File: config.mk
export PLATFORM = sky130hd
export DESIGN_NAME = trace_capture_buffer
export DESIGN_NICKNAME = d
export VERILOG_FILES = /design/src/rtl/trace_capture_buffer.sv
export SDC_FILE = /design/constraint.sdc
export NUM_CORES = 2
export LEC_CHECK = 0
export BUFFER_PORTS_ARGS = -buffer_cell sky130_fd_sc_hd__buf_2
export CAP_MARGIN = 20
export CORE_ASPECT_RATIO = 1.4
export CORE_MARGIN = 1
export CORE_UTILIZATION = 50
export CTS_CLUSTER_DIAMETER = 100
export DETAILED_ROUTE_END_ITERATION = 8
export PLACE_DENSITY = 0.74
export SYNTH_ARGS = -nofsm -noshare
export SYNTH_HDL_FRONTEND = slang
export SYNTH_SLANG_ARGS = --single-unit
File: constraint.sdc
create_clock -name CLK -period 14.95 [get_ports CLK]
set_input_delay 0 -clock CLK [delete_from_list [all_inputs] [get_ports CLK]]
set_output_delay 0 -clock CLK [all_outputs]
set_load 0.02 [all_outputs]
File: src/rtl/trace_capture_buffer.sv
// trace_capture_buffer: circular capture of {pc, inst, wb} snapshots around a
// trigger, frozen after POST_TRIG further entries, then read out oldest-first.
// Optional per-entry timestamp under macro TRACE_TIMESTAMP_EN (adds TS_W, rd_ts).
//
// state   | meaning
// --------+------------------------------------------------------------
// IDLE 00 | no capture; waiting for arm
// ARMED 01| pre-trigger capture, oldest entries overwritten once full
// POST 10 | post-trigger capture, `remaining` counts down per write
// DONE 11 | buffer frozen; rd_req pops entries oldest-first
module trace_capture_buffer #(
  parameter int PC_W      = 32,
  parameter int INST_W    = 32,
  parameter int WB_W      = 32,
  parameter int DEPTH     = 16,
  parameter int POST_TRIG = 8
`ifdef TRACE_TIMESTAMP_EN
  , parameter int TS_W    = 16
`endif
) (
  input  logic                    CLK,
  input  logic                    RST,
  input  logic                    cap_valid,
  input  logic [PC_W-1:0]         cap_pc,
  input  logic [INST_W-1:0]       cap_inst,
  input  logic [WB_W-1:0]         cap_wb,
  input  logic                    arm,
  input  logic                    trig,
  input  logic                    rd_req,
  output logic                    rd_valid,
  output logic [PC_W-1:0]         rd_pc,
  output logic [INST_W-1:0]       rd_inst,
  output logic [WB_W-1:0]         rd_wb,
  output logic                    rd_last,
  output logic [1:0]              state,
  output logic [$clog2(DEPTH):0]  count
`ifdef TRACE_TIMESTAMP_EN
  , output logic [TS_W-1:0]       rd_ts
`endif
);

  localparam int AW = $clog2(DEPTH);
  localparam int CW = AW + 1;

  if (DEPTH < 2 || (DEPTH & (DEPTH - 1)) != 0) begin : g_bad_depth
    $error("trace_capture_buffer: DEPTH must be a power of two >= 2");
  end
  if (POST_TRIG < 0 || POST_TRIG > DEPTH - 1) begin : g_bad_post
    $error("trace_capture_buffer: POST_TRIG must be in 0..DEPTH-1");
  end

  typedef enum logic [1:0] {
    S_IDLE  = 2'b00,
    S_ARMED = 2'b01,
    S_POST  = 2'b10,
    S_DONE  = 2'b11
  } state_t;

  state_t          st_q, st_d;
  logic            wr_en, rd_fire, rd_final;
  logic [AW-1:0]   wptr, raddr;
  logic [CW-1:0]   cnt, remaining, rd_cnt;

  logic [PC_W-1:0]   pc_mem   [DEPTH];
  logic [INST_W-1:0] inst_mem [DEPTH];
  logic [WB_W-1:0]   wb_mem   [DEPTH];

  // Oldest entry sits count slots behind the write pointer; rd_cnt walks forward from it.
  assign raddr    = wptr - cnt[AW-1:0] + rd_cnt[AW-1:0];
  assign rd_final = (rd_cnt + CW'(1)) == cnt;
  assign state    = st_q;
  assign count    = cnt;

  // State register.
  always_ff @(posedge CLK) begin
    if (RST) st_q <= S_IDLE;
    else     st_q <= st_d;
  end

  // Next-state decode plus write/read strobes; arm always wins.
  always_comb begin
    st_d    = st_q;
    wr_en   = 1'b0;
    rd_fire = 1'b0;
    unique case (st_q)
      S_IDLE: begin
        if (arm) st_d = S_ARMED;
      end
      S_ARMED: begin
        if (arm) st_d = S_ARMED;
        else begin
          wr_en = cap_valid;
          if (trig) st_d = (POST_TRIG == 0) ? S_DONE : S_POST;
        end
      end
      S_POST: begin
        if (arm) st_d = S_ARMED;
        else begin
          wr_en = cap_valid;
          if (cap_valid && remaining == CW'(1)) st_d = S_DONE;
        end
      end
      S_DONE: begin
        if (arm) st_d = S_ARMED;
        else if (rd_req && rd_cnt < cnt) begin
          rd_fire = 1'b1;
          if (rd_final) st_d = S_IDLE;
        end
      end
      default: st_d = S_IDLE;
    endcase
  end

  // Pointers, occupancy, post-trigger countdown and registered read port.
  always_ff @(posedge CLK) begin
    if (RST) begin
      wptr      <= '0;
      cnt       <= '0;
      remaining <= '0;
      rd_cnt    <= '0;
      rd_valid  <= 1'b0;
      rd_last   <= 1'b0;
      rd_pc     <= '0;
      rd_inst   <= '0;
      rd_wb     <= '0;
    end else begin
      rd_valid <= rd_fire;
      rd_last  <= rd_fire && rd_final;
      if (rd_fire) begin
        rd_pc   <= pc_mem[raddr];
        rd_inst <= inst_mem[raddr];
        rd_wb   <= wb_mem[raddr];
        rd_cnt  <= rd_cnt + CW'(1);
      end
      if (arm) begin
        wptr      <= '0;
        cnt       <= '0;
        rd_cnt    <= '0;
        remaining <= '0;
      end else begin
        if (wr_en) begin
          wptr <= wptr + AW'(1);
          if (cnt != CW'(DEPTH)) cnt <= cnt + CW'(1);
        end
        if (st_q == S_ARMED && trig)      remaining <= CW'(POST_TRIG);
        else if (st_q == S_POST && wr_en) remaining <= remaining - CW'(1);
      end
    end
  end

  // Snapshot storage; contents are not cleared by reset.
  always_ff @(posedge CLK) begin
    if (wr_en) begin
      pc_mem[wptr]   <= cap_pc;
      inst_mem[wptr] <= cap_inst;
      wb_mem[wptr]   <= cap_wb;
    end
  end

`ifdef TRACE_TIMESTAMP_EN
  logic [TS_W-1:0] ts_ctr;
  logic [TS_W-1:0] ts_mem [DEPTH];

  // Free-running cycle counter; wraps naturally.
  always_ff @(posedge CLK) begin
    if (RST) ts_ctr <= '0;
    else     ts_ctr <= ts_ctr + TS_W'(1);
  end

  // Timestamp stored alongside each snapshot.
  always_ff @(posedge CLK) begin
    if (wr_en) ts_mem[wptr] <= ts_ctr;
  end

  // Timestamp read port, aligned with the other read fields.
  always_ff @(posedge CLK) begin
    if (RST)          rd_ts <= '0;
    else if (rd_fire) rd_ts <= ts_mem[raddr];
  end
`endif

endmodule
==> out/qor.yml <==
status:
  run_status: "completed"
routing:
  dr.pass1.iters: 5
  drtIter0Drc: 3153
  vias_per_cell: 6.075
  route.detailed.drc: 0
  drt-total-wl_um: 145000
  final_antenna_net_count: 0
  post_drt_wl_per_cell_um: 28.02
  vias: 31440
place:
  dp.cells: 4782
  place_congestion: 0.7379
  post-place-ws_ns: 9.657
  hpwl_um: 71440
  portBuffers: 206
clocking:
  cts_root_buf: "clkbuf_16"
  tritoncts: "done"
  clock_latency_ns: 0.78
  cts_setup_buffers: 0
  clk_pin_slew_ns: 0.06
  cts_buffers: 150
  cts.sinks: 1655
  cts_max_level: 4
  clock_path_buffers: 3
final_layout:
  fin_cells: 5175
  synthToLayoutAreaGrowth_pct: 14.42
  final_common_cell: "edfxtp_1"
  nets: 3539
  final_cell_mix: "1536 x edfxtp_1, 401 x nand2_1, 384 x mux4_2, 206 x buf_2, 196 x nand3_1"
  nFillCells: 8992
  drive_gt1_frac: 0.2544
yosys:
  ys_types: 44
  syn_area_sq_um: 62480
  synth_cells: 3061
  synth_edf_count: 1536
  syn_nets: 3187
  synth-seq-cells: 1655
  avgSynthCellArea_sq_um: 20.41
  async_reset_ff_frac: 0
  seq_area_frac_synth: 0.7764
  synth_flop_cell: "edfxtp_1"
  yosys_warnings: 0
sta:
  setup_viol: 0
  max_clock_freq_mhz: 190.9
  finClkSkew_ns: 0.02682
  min_period_ns: 5.238
  tns_ns: 0
  fin_ws_ns: 9.712
  period_share: 0.3504
  hold_violations: 0
  tightestPinTransition_ns: 1.135
  rsz0062_at_grt: "no"
  maxSlewViolCount: 0
  slew_headroom: 0.2436
power_and_ir_drop:
  vdd_drop_max_uv: 107.2
  p_leak_uw: 0.02278
  p_total_uw: 9742
  p_sw_frac: 0.2212
  p_comb_frac: 0.088
  p_clk_frac: 0.388
  p_int_uw: 7588
  seqPwrFrac: 0.524
  p_switching_uw: 2155
  power_density_nw_per_um2: 136.3
global_route:
  grt_max_degree: 144
  grt_pass1_wl_um: 211900
  gr-total-overflow: 0
  track_usage: 0.2321
  antenna_found_initial: 14
  grt_pass1_vias: 32170
critical_path:
  path_class: "flop to flop"
  start_kind: "flop"
  path_max_fanout: 143
  critical_path_required_ns: 15.61
  critPathArrivalTime_ns: 5.90
  worstSetupEndpointType: "flop"
die:
  fp.dieH_um: 420.3
  rows: 153
  die_w_um: 300.8
  initial_utilization: 0.5037
  die-area_sq_um: 126400
  core_sq_um: 124000
  io_pins: 207
run:
  maxCapViolations: 0
min_path:
  min_path_type: "primary input to flop"
-- cells by family after synthesis --
logic type | synth area share
DFF | 0.7764
and+or+nand+nor | 0.04428
muxes | 0.1389
buffers and inverters | 0.01308
AOI/OAI and AO/OA | 0.01776
xor gates and xnor gates | 0.004426
adders and majority gates | 0.005167
-- cell type report --
class / count / area (sq um) / area share
clock inverter: 85 / 785.8 / 0.01099
multi-input combinational: 1208 / 13350 / 0.1867
tap: 1627 / 2036 / 0.02848
clock buffer: 196 / 4080 / 0.05707
sequential: 1655 / 48510 / 0.6785
antenna: 6 / 15.01 / 0.0002100
inverter: 23 / 86.33 / 0.001208
timing repair buffer: 375 / 2633 / 0.03682
-- critical path: stages (launching register included) --
cell     delay [ns]
dfxtp_1        0.40
inv_1          0.12
fa_1           0.51
inv_1          0.07
fa_4           0.84
buf_12         0.44
buf_4          0.84
buf_4          0.68
mux4_2         0.41
nand2_1        0.10
nand3_1        0.10
a32o_1         0.31
-- worst paths after layout --
kind              cells past startpoint       endpoint  slack [ns]  startpoint
setup reg to reg                     11       rd_pc[1]        9.71     wptr[1]
hold reg to reg                       1       rd_pc[1]        0.47    rd_pc[1]
setup / recovery                     11       rd_pc[1]        9.71     wptr[1]
hold / removal                        2  wb_mem[4][28]        0.13  cap_wb[28]
-- repair_timing --
action | 4_1_cts | 5_1_grt
hold endpoints to repair | 1571 | 0
hold buffers | 105 | 0
resized for setup | 0 | 0
-- stage by stage --
stage | cell area (sq um) | hold WS (ns) | utilization
floorplan | 62480 | 0.09887 | -
global placement | 65530 | 0.2990 | 0.5283
detailed placement | 65530 | 0.3036 | 0.5283
CTS | 71450 | 0.06575 | 0.5760
global route | 71480 | 0.1217 | 0.5763
finish | 71490 | 0.1264 | 0.5763
-- power by group through the flow --
stage | combinational [uW] | sequential [uW] | clock [uW]
6_report | 858 | 5100 | 3780
2_1_floorplan | 613 | 5210 | 0
4_1_cts | 869 | 5100 | 3840
5_1_grt | 934 | 5100 | 4000
3_5_place_dp | 840 | 5200 | 0
3_3_place_gp | 827 | 5200 | 0
-- registers in the layout, summed over array words and instances (netlist names), 4 cells and up --
name       flops
count          5
rd_wb         32
wb_mem       512
rd_cnt         5
rd_inst       32
rd_pc         32
wptr           4
inst_mem     512
pc_mem       512
remaining      5
-- synthesized netlist by cell type (15+ instances only) --
library cell,number,area [sq um]
buf_2,53,265.3
nand2_1,401,1505
a32o_1,96,960.9
xnor2_1,15,131.4
mux4_2,384,8648
nor2_1,34,127.6
edfxtp_1,1536,46120
ha_1,21,262.8
dfxtp_1,119,2382
inv_1,23,86.33
clkbuf_1,114,427.9
nand3_1,196,980.9
-- per-layer routing --
layer | GRT usage | vias up | part of all wire
met4 | 0.07175 | 8 | 0.028
met2 | 0.3942 | 1363 | 0.51
met5 | 0 | - | 0.00040
met1 | 0.3041 | 16690 | 0.38
met3 | 0.04339 | 235 | 0.076
li1 | - | 13140 | -
Power figures use the tool's default switching activity.
